`src/rtl/mc_cpu_core_if.sv`:
```
// Unified instruction/data memory port for mc_cpu_core.
//   mem_req    core -> mem   transfer request valid
//   mem_we     core -> mem   1 = write, 0 = read; valid with mem_req
//   mem_addr   core -> mem   word-aligned byte address
//   mem_wdata  core -> mem   store data
//   mem_ready  mem  -> core  transfer completes on an edge with mem_req & mem_ready
//   mem_rdata  mem  -> core  read data, valid with mem_ready
interface mc_cpu_core_if;
    logic        mem_req;
    logic        mem_we;
    logic [31:0] mem_addr;
    logic [31:0] mem_wdata;
    logic        mem_ready;
    logic [31:0] mem_rdata;

    modport master (
        output mem_req, mem_we, mem_addr, mem_wdata,
        input  mem_ready, mem_rdata
    );

    modport slave (
        input  mem_req, mem_we, mem_addr, mem_wdata,
        output mem_ready, mem_rdata
    );
endinterface

```
`src/rtl/mc_cpu_core.sv`:
```
// Multi-cycle MIPS-subset core (add/sub/and/or/slt, lw, sw, beq, addi, j).
// Each instruction walks FETCH/DECODE/EXEC/MEM/WB under one FSM and shares a
// single req/ready memory port for instruction and data traffic.
// Ports:
//   clk      rising-edge clock
//   rst      asynchronous active-low reset
//   bus      memory master port (see mc_cpu_core_if)
//   pc       current PC
//   inst     instruction register
//   halted   core parked in HALT
//   retired  retired-instruction count, wraps at 2^32
//
// state  | meaning
// -------+------------------------------------------------------------
// FETCH  | read mem[PC] into IR, PC += 4 (waits for mem_ready)
// DECODE | latch A/B from rs/rt, precompute branch target into ALUOut
// EXEC   | ALU op / address calc; beq and j finish here
// MEM    | data access at ALUOut; lw writes rt as the read completes
// WB     | register write-back (R-type rd, addi rt, lw rt from MDR)
// HALT   | parked after an illegal instruction; only reset leaves
module mc_cpu_core #(
    parameter logic [31:0] RESET_PC        = 32'h0000_0000,
    parameter bit          HALT_ON_ILLEGAL = 1'b1
) (
    input  logic                 clk,
    input  logic                 rst,
    mc_cpu_core_if.master        bus,
    output logic [31:0]          pc,
    output logic [31:0]          inst,
    output logic                 halted,
    output logic [31:0]          retired
);

    localparam logic [2:0] ST_FETCH  = 3'd0;
    localparam logic [2:0] ST_DECODE = 3'd1;
    localparam logic [2:0] ST_EXEC   = 3'd2;
    localparam logic [2:0] ST_MEM    = 3'd3;
    localparam logic [2:0] ST_WB     = 3'd4;
    localparam logic [2:0] ST_HALT   = 3'd5;

    localparam logic [5:0] OP_RTYPE = 6'h00;
    localparam logic [5:0] OP_J     = 6'h02;
    localparam logic [5:0] OP_BEQ   = 6'h04;
    localparam logic [5:0] OP_ADDI  = 6'h08;
    localparam logic [5:0] OP_LW    = 6'h23;
    localparam logic [5:0] OP_SW    = 6'h2B;

    localparam logic [5:0] FN_ADD = 6'h20;
    localparam logic [5:0] FN_SUB = 6'h22;
    localparam logic [5:0] FN_AND = 6'h24;
    localparam logic [5:0] FN_OR  = 6'h25;
    localparam logic [5:0] FN_SLT = 6'h2A;

    logic [2:0]  state_q, state_d;
    logic [31:0] pc_q, pc_d;
    logic [31:0] ir_q, ir_d;
    logic [31:0] a_q, a_d;
    logic [31:0] b_q, b_d;
    logic [31:0] alu_out_q, alu_out_d;
    logic [31:0] mdr_q, mdr_d;
    logic [31:0] retired_q, retired_d;
    logic [31:0] regs_q [32];

    logic        rf_we;
    logic [4:0]  rf_waddr;
    logic [31:0] rf_wdata;
    logic        retire;

    logic [5:0]  opcode;
    logic [4:0]  rs, rt, rd;
    logic [5:0]  funct;
    logic [31:0] imm_sext;
    logic [31:0] rs_val, rt_val;
    logic        funct_ok;
    logic        legal;
    logic [31:0] alu_r;

    assign opcode   = ir_q[31:26];
    assign rs       = ir_q[25:21];
    assign rt       = ir_q[20:16];
    assign rd       = ir_q[15:11];
    assign funct    = ir_q[5:0];
    assign imm_sext = {{16{ir_q[15]}}, ir_q[15:0]};

    // $0 is never written, but force zero anyway so the read path is obvious.
    assign rs_val = (rs == 5'd0) ? 32'd0 : regs_q[rs];
    assign rt_val = (rt == 5'd0) ? 32'd0 : regs_q[rt];

    always_comb begin
        funct_ok = 1'b0;
        case (funct)
            FN_ADD, FN_SUB, FN_AND, FN_OR, FN_SLT: funct_ok = 1'b1;
            default:                               funct_ok = 1'b0;
        endcase
    end

    always_comb begin
        legal = 1'b0;
        case (opcode)
            OP_RTYPE:                             legal = funct_ok;
            OP_J, OP_BEQ, OP_ADDI, OP_LW, OP_SW:  legal = 1'b1;
            default:                              legal = 1'b0;
        endcase
    end

    always_comb begin
        alu_r = 32'd0;
        case (funct)
            FN_ADD:  alu_r = a_q + b_q;
            FN_SUB:  alu_r = a_q - b_q;
            FN_AND:  alu_r = a_q & b_q;
            FN_OR:   alu_r = a_q | b_q;
            FN_SLT:  alu_r = ($signed(a_q) < $signed(b_q)) ? 32'd1 : 32'd0;
            default: alu_r = 32'd0;
        endcase
    end

    always_comb begin
        state_d   = state_q;
        pc_d      = pc_q;
        ir_d      = ir_q;
        a_d       = a_q;
        b_d       = b_q;
        alu_out_d = alu_out_q;
        mdr_d     = mdr_q;
        rf_we     = 1'b0;
        rf_waddr  = rt;
        rf_wdata  = alu_out_q;
        retire    = 1'b0;

        case (state_q)
            ST_FETCH: begin
                if (bus.mem_ready) begin
                    ir_d    = bus.mem_rdata;
                    pc_d    = pc_q + 32'd4;
                    state_d = ST_DECODE;
                end
            end
            ST_DECODE: begin
                a_d       = rs_val;
                b_d       = rt_val;
                // pc_q already points past this instruction
                alu_out_d = pc_q + {imm_sext[29:0], 2'b00};
                if (legal) begin
                    state_d = ST_EXEC;
                end else if (HALT_ON_ILLEGAL) begin
                    state_d = ST_HALT;
                end else begin
                    state_d = ST_FETCH;
                    retire  = 1'b1;
                end
            end
            ST_EXEC: begin
                case (opcode)
                    OP_RTYPE: begin
                        alu_out_d = alu_r;
                        state_d   = ST_WB;
                    end
                    OP_ADDI: begin
                        alu_out_d = a_q + imm_sext;
                        state_d   = ST_WB;
                    end
                    OP_LW, OP_SW: begin
                        alu_out_d = a_q + imm_sext;
                        state_d   = ST_MEM;
                    end
                    OP_BEQ: begin
                        if (a_q == b_q) begin
                            pc_d = alu_out_q;
                        end
                        state_d = ST_FETCH;
                        retire  = 1'b1;
                    end
                    OP_J: begin
                        pc_d    = {pc_q[31:28], ir_q[25:0], 2'b00};
                        state_d = ST_FETCH;
                        retire  = 1'b1;
                    end
                    default: state_d = ST_HALT;
                endcase
            end
            ST_MEM: begin
                if (bus.mem_ready) begin
                    if (opcode == OP_LW) begin
                        // Load data lands in rt right away and is kept in MDR;
                        // WB rewrites the same value, giving lw its fifth cycle.
                        rf_we    = 1'b1;
                        rf_waddr = rt;
                        rf_wdata = bus.mem_rdata;
                        mdr_d    = bus.mem_rdata;
                        state_d  = ST_WB;
                    end else begin
                        state_d = ST_FETCH;
                        retire  = 1'b1;
                    end
                end
            end
            ST_WB: begin
                rf_we    = 1'b1;
                rf_waddr = (opcode == OP_RTYPE) ? rd : rt;
                rf_wdata = (opcode == OP_LW) ? mdr_q : alu_out_q;
                state_d  = ST_FETCH;
                retire   = 1'b1;
            end
            ST_HALT: state_d = ST_HALT;
            default: state_d = ST_HALT;
        endcase

        retired_d = retired_q + {31'd0, retire};
    end

    always_ff @(posedge clk or negedge rst) begin
        if (!rst) begin
            state_q   <= ST_FETCH;
            pc_q      <= RESET_PC;
            ir_q      <= 32'd0;
            a_q       <= 32'd0;
            b_q       <= 32'd0;
            alu_out_q <= 32'd0;
            mdr_q     <= 32'd0;
            retired_q <= 32'd0;
        end else begin
            state_q   <= state_d;
            pc_q      <= pc_d;
            ir_q      <= ir_d;
            a_q       <= a_d;
            b_q       <= b_d;
            alu_out_q <= alu_out_d;
            mdr_q     <= mdr_d;
            retired_q <= retired_d;
        end
    end

    always_ff @(posedge clk or negedge rst) begin
        if (!rst) begin
            for (int i = 0; i < 32; i++) begin
                regs_q[i] <= 32'd0;
            end
        end else if (rf_we && (rf_waddr != 5'd0)) begin
            regs_q[rf_waddr] <= rf_wdata;
        end
    end

    // Bus outputs depend only on registered state, so they hold steady while
    // the FSM waits on mem_ready.
    assign bus.mem_req   = (state_q == ST_FETCH) || (state_q == ST_MEM);
    assign bus.mem_we    = (state_q == ST_MEM) && (opcode == OP_SW);
    assign bus.mem_addr  = (state_q == ST_MEM) ? alu_out_q : pc_q;
    assign bus.mem_wdata = b_q;

    assign pc      = pc_q;
    assign inst    = ir_q;
    assign halted  = (state_q == ST_HALT);
    assign retired = retired_q;

endmodule
```
`src/flat_wrapper.sv`:
```
// flat-port wrapper written by rule: the top's interface ports become plain ports
module mc_cpu_core_flat 
#(
    parameter logic [31:0] RESET_PC        = 32'h0000_0000,
    parameter bit          HALT_ON_ILLEGAL = 1'b1
)
  (clk, rst, pc, inst, halted, retired, bus_mem_req, bus_mem_we, bus_mem_addr, bus_mem_wdata, bus_mem_ready, bus_mem_rdata);
  mc_cpu_core_if bus_i ();
  input  logic clk;
  input  logic rst;
  output logic [31:0] pc;
  output logic [31:0] inst;
  output logic halted;
  output logic [31:0] retired;
  output wire logic [$bits(bus_i.mem_req)-1:0] bus_mem_req;
  output wire logic [$bits(bus_i.mem_we)-1:0] bus_mem_we;
  output wire logic [$bits(bus_i.mem_addr)-1:0] bus_mem_addr;
  output wire logic [$bits(bus_i.mem_wdata)-1:0] bus_mem_wdata;
  input wire logic [$bits(bus_i.mem_ready)-1:0] bus_mem_ready;
  input wire logic [$bits(bus_i.mem_rdata)-1:0] bus_mem_rdata;
  assign bus_mem_req = bus_i.mem_req;
  assign bus_mem_we = bus_i.mem_we;
  assign bus_mem_addr = bus_i.mem_addr;
  assign bus_mem_wdata = bus_i.mem_wdata;
  assign bus_i.mem_ready = bus_mem_ready;
  assign bus_i.mem_rdata = bus_mem_rdata;
  mc_cpu_core #(.RESET_PC(RESET_PC), .HALT_ON_ILLEGAL(HALT_ON_ILLEGAL)) u_core (.clk(clk), .rst(rst), .bus(bus_i), .pc(pc), .inst(inst), .halted(halted), .retired(retired));
endmodule
```
`config.mk`:
```
export PLATFORM = sky130hd
export DESIGN_NAME = mc_cpu_core_flat
export DESIGN_NICKNAME = d
export VERILOG_FILES = /design/src/rtl/mc_cpu_core_if.sv /design/src/rtl/mc_cpu_core.sv /design/src/flat_wrapper.sv
export SDC_FILE = /design/constraint.sdc
export NUM_CORES = 2
export LEC_CHECK = 0
export ABC_AREA = 0
export CAP_MARGIN = 15
export CORE_ASPECT_RATIO = 1.2
export CORE_UTILIZATION = 53
export DETAILED_ROUTE_END_ITERATION = 16
export PLACE_DENSITY = 0.7
export SLEW_MARGIN = 20
export SYNTH_ARGS = -nofsm -noshare
export SYNTH_HDL_FRONTEND = slang
export SYNTH_SLANG_ARGS = --single-unit
```
`constraint.sdc`:
```
create_clock -name clk -period 9.3 [get_ports clk]
set_input_delay 1.395 -clock clk [delete_from_list [all_inputs] [get_ports clk]]
set_output_delay 1.395 -clock clk [all_outputs]
set_load 0.02 [all_outputs]
```
==> impl_metrics.yaml <==
critical_path:
  reg2regPathDepth: 12
  cp.arrival_ns: 5.40
  r2r-start: "u_core.inst[1]$_DFFE_PN0P_"
  regToRegSetupSlack_ns: 4.54
  crit_required_ns: 9.94
  r2r_end: "u_core.alu_out_q[24]$_DFFE_PN0P_"
  path_max_fanout: 19
  crit_type: "reg2reg"
  end_kind: "register"
  worstSetupStartpointType: "register"
synthesis:
  ys_warn_count: 0
  yosys-top-cells-area: "dfrtp_1 44%, mux4_2 12%, a21oi_1 6.2%"
  ys_seq_area_frac: 0.440
  synth_nets: 7302
  yosysTopAreaCell: "dfrtp_1"
  synth_top_area_frac: 0.440
  synth_ff_type: "dfrtp_1"
  post-synth-top-count-cell: "dfrtp_1"
  synth_cell_types: 85
  syn_avg_cell_area_um2: 10.0
  ys_seq_elements: 1251
  synth_edf_count: 0
  ys_top_cells_by_count: "1251 x dfrtp_1, 885 x a21oi_1, 754 x nor2_1"
  synthesis.area_mm2: 0.0712
  postSynthCellCount: 7089
  async_reset_ff_frac: 1.00
cells_and_area:
  fin_nets: 7102
  drive_gt1_frac: 0.146
  syn_to_final_growth_pct: 10.7
route:
  drt_iter0_drc: 6587
  firstDrtPassIters: 5
  wl_per_cell_um: 27.5
  ant_nets: 0
  dr_total_vias: 58706
  vias_per_cell: 6.69
  routed_wl_um: 241000
  drc: 0
flow_run:
  drv_cap: 0
clock_network:
  clkTransAtPathRegs_ns: 0.07
  cts-resized-gates: 0
  cts_buffers: 121
  postCtsSetupBuffers: 0
  worst_skew_pair.late_latency_ns: 0.78
  postCtsHoldBufs: 0
  clock_sinks: 1251
  cts_max_level: 3
  cts_tree: "done"
  root_buffer: "clkbuf_16"
  clockBufferDepth: 3
timing:
  hold_viol_final: 0
  max_slew.worst_pin.slew_ns: 1.21
  fmax_ghz: 0.210
  fin_ws_ns: 4.54
  maxSlewHeadroom: 0.196
  finalCritPeriodShare: 0.511
  finalSetupViolations: 0
  tns_ns: 0
  rsz0062_at_grt: "no"
  clock_skew_ns: 0.0462
  drv_slew: 0
  fin_crit_ns: 4.76
global_route:
  busiest_layer: "met2"
  antenna_found_initial: 15
  grt_pass1_wl_um: 360000
  grtUsageMet3: 0.0766
  overflow: 0
  use_met2: 0.562
  met1_usage: 0.441
  grt_pass1_vias: 57745
  grt_max_degree: 195
  grt_use_total: 0.354
placed_design:
  routabilityCongestion: 0.984
  place_ws_ns: 4.21
  dp_hpwl_um: 153000
  port_buffers: 197
die:
  fp-row-count: 146
  die_width_um: 337
  core_mm2: 0.133
  ios: 198
  dieArea_mm2: 0.136
  die_h_um: 404
  start_util: 0.537
power_and_ir_drop:
  totalPowerFinal_mw: 29.9
  p_per_area_mw_per_mm2: 379
  p_leak_nw: 33.7
  irDropWorstVdd_mv: 0.343
worst_hold_path:
  hold_start: "u_core.regs_q[1011]$_DFFE_PN0P_"
  hold_path.class: "reg2reg"
  min_delay_worst_endpoint: "u_core.regs_q[1011]$_DFFE_PN0P_"
  holdPathStages: 0
outcome:
  run_status: "finished clean"
## critical path: stages, from the launching register on
cell and delay, ns:
dfrtp_1 0.56, clkinv_1 0.83, fa_1 0.77, nor2b_1 0.17, o21a_1 0.16, a311o_1 0.23, o31a_1 0.26, a41oi_2 0.26
o21ai_1 0.50, a31oi_1 0.23, o21ai_0 0.27, mux2i_1 0.11, o31a_1 0.28
## flip-flops by register name, summed over array words and instances, names as in the netlist
register,flops
u_core.bus.mem_wdata,32
u_core.regs_q,1024
u_core.retired,32
u_core.a_q,32
u_core.pc,32
u_core.mdr_q,32
u_core.state_q,3
u_core.alu_out_q,32
u_core.inst,32
## stage by stage
stage                     cell area, um2  std cells  utilization  hold WS, ns
final                              78800       8773        0.594        0.399
after global routing               78800       8773        0.594        0.410
after CTS                          78800       8769        0.594        0.400
after detailed placement           74300       8540        0.560        0.386
after global placement             74300       8539        0.560        0.380
after floorplan                    71200       7089            -        0.445
## cell families (layout without fill, tap and decap cells)
logic type	after synthesis	in the layout	synth area share
fa+ha+maj	178	178	0.0317
compound gates	2170	2170	0.176
buf+inv	761	667	0.0431
xor+xnor	107	107	0.0132
flops	1251	1251	0.440
mux	852	852	0.193
simple gates	1770	1770	0.104
other cells	0	2	0
## worst max path at each step
stage	from	end	slack, ns	cells after the start
floorplan	bus_mem_ready	u_core.retired[30]$_DFF_PN0_	5.31	14
global placement	bus_mem_ready	u_core.regs_q[957]$_DFFE_PN0P_	4.26	10
detailed placement	bus_mem_ready	u_core.regs_q[956]$_DFFE_PN0P_	4.21	10
CTS	u_core.inst[1]$_DFFE_PN0P_	u_core.alu_out_q[24]$_DFFE_PN0P_	4.63	12
global route	u_core.inst[1]$_DFFE_PN0P_	u_core.alu_out_q[24]$_DFFE_PN0P_	4.55	12
finish	u_core.inst[1]$_DFFE_PN0P_	u_core.alu_out_q[24]$_DFFE_PN0P_	4.54	12
## area by class of cell
type / instances / area [um2]
flip-flops and latches: 1251 / 31300
clock inverters: 50 / 865
multi-input cells: 5077 / 37200
well taps: 1776 / 2220
fillers: 10922 / 53800
repair buffers: 328 / 3200
diodes: 2 / 5.00
clock buffers: 179 / 3560
inverters: 110 / 413
## cell usage in the layout (no fill, tap or decap), drive strengths merged, types with 25 or more instances in the layout
master,n
o221ai,97
dfrtp,1251
o211ai,26
mux4,395
nor2,769
xor2,39
a21o,44
a211oi,29
o21ai,679
clkinv,25
nand3,58
mux2,182
buf,132
a22oi,37
clkbuf,179
a21oi,885
inv,110
xnor2,68
o22ai,165
nor3,77
mux2i,275
a22o,25
ha,174
and3,28
nand2,695
clkdlybuf4s50,196
## where the power goes
group / switching [mW] / leakage (nW) / total [mW] / internal [mW]
sequential: 2.22 / 16.5 / 9.62 / 7.40
combinational: 8.71 / 15.1 / 14.8 / 6.10
clock: 2.26 / 2.16 / 5.46 / 3.21
total: 13.2 / 33.7 / 29.9 / 16.7
## routing by layer
metal,share of wire,vias to the layer above
li1,-,25415
met1,0.37,29263
met2,0.47,3198
met3,0.097,812
met4,0.068,18
met5,0.00046,-
Note: power is estimated with default switching activity, not from simulation.
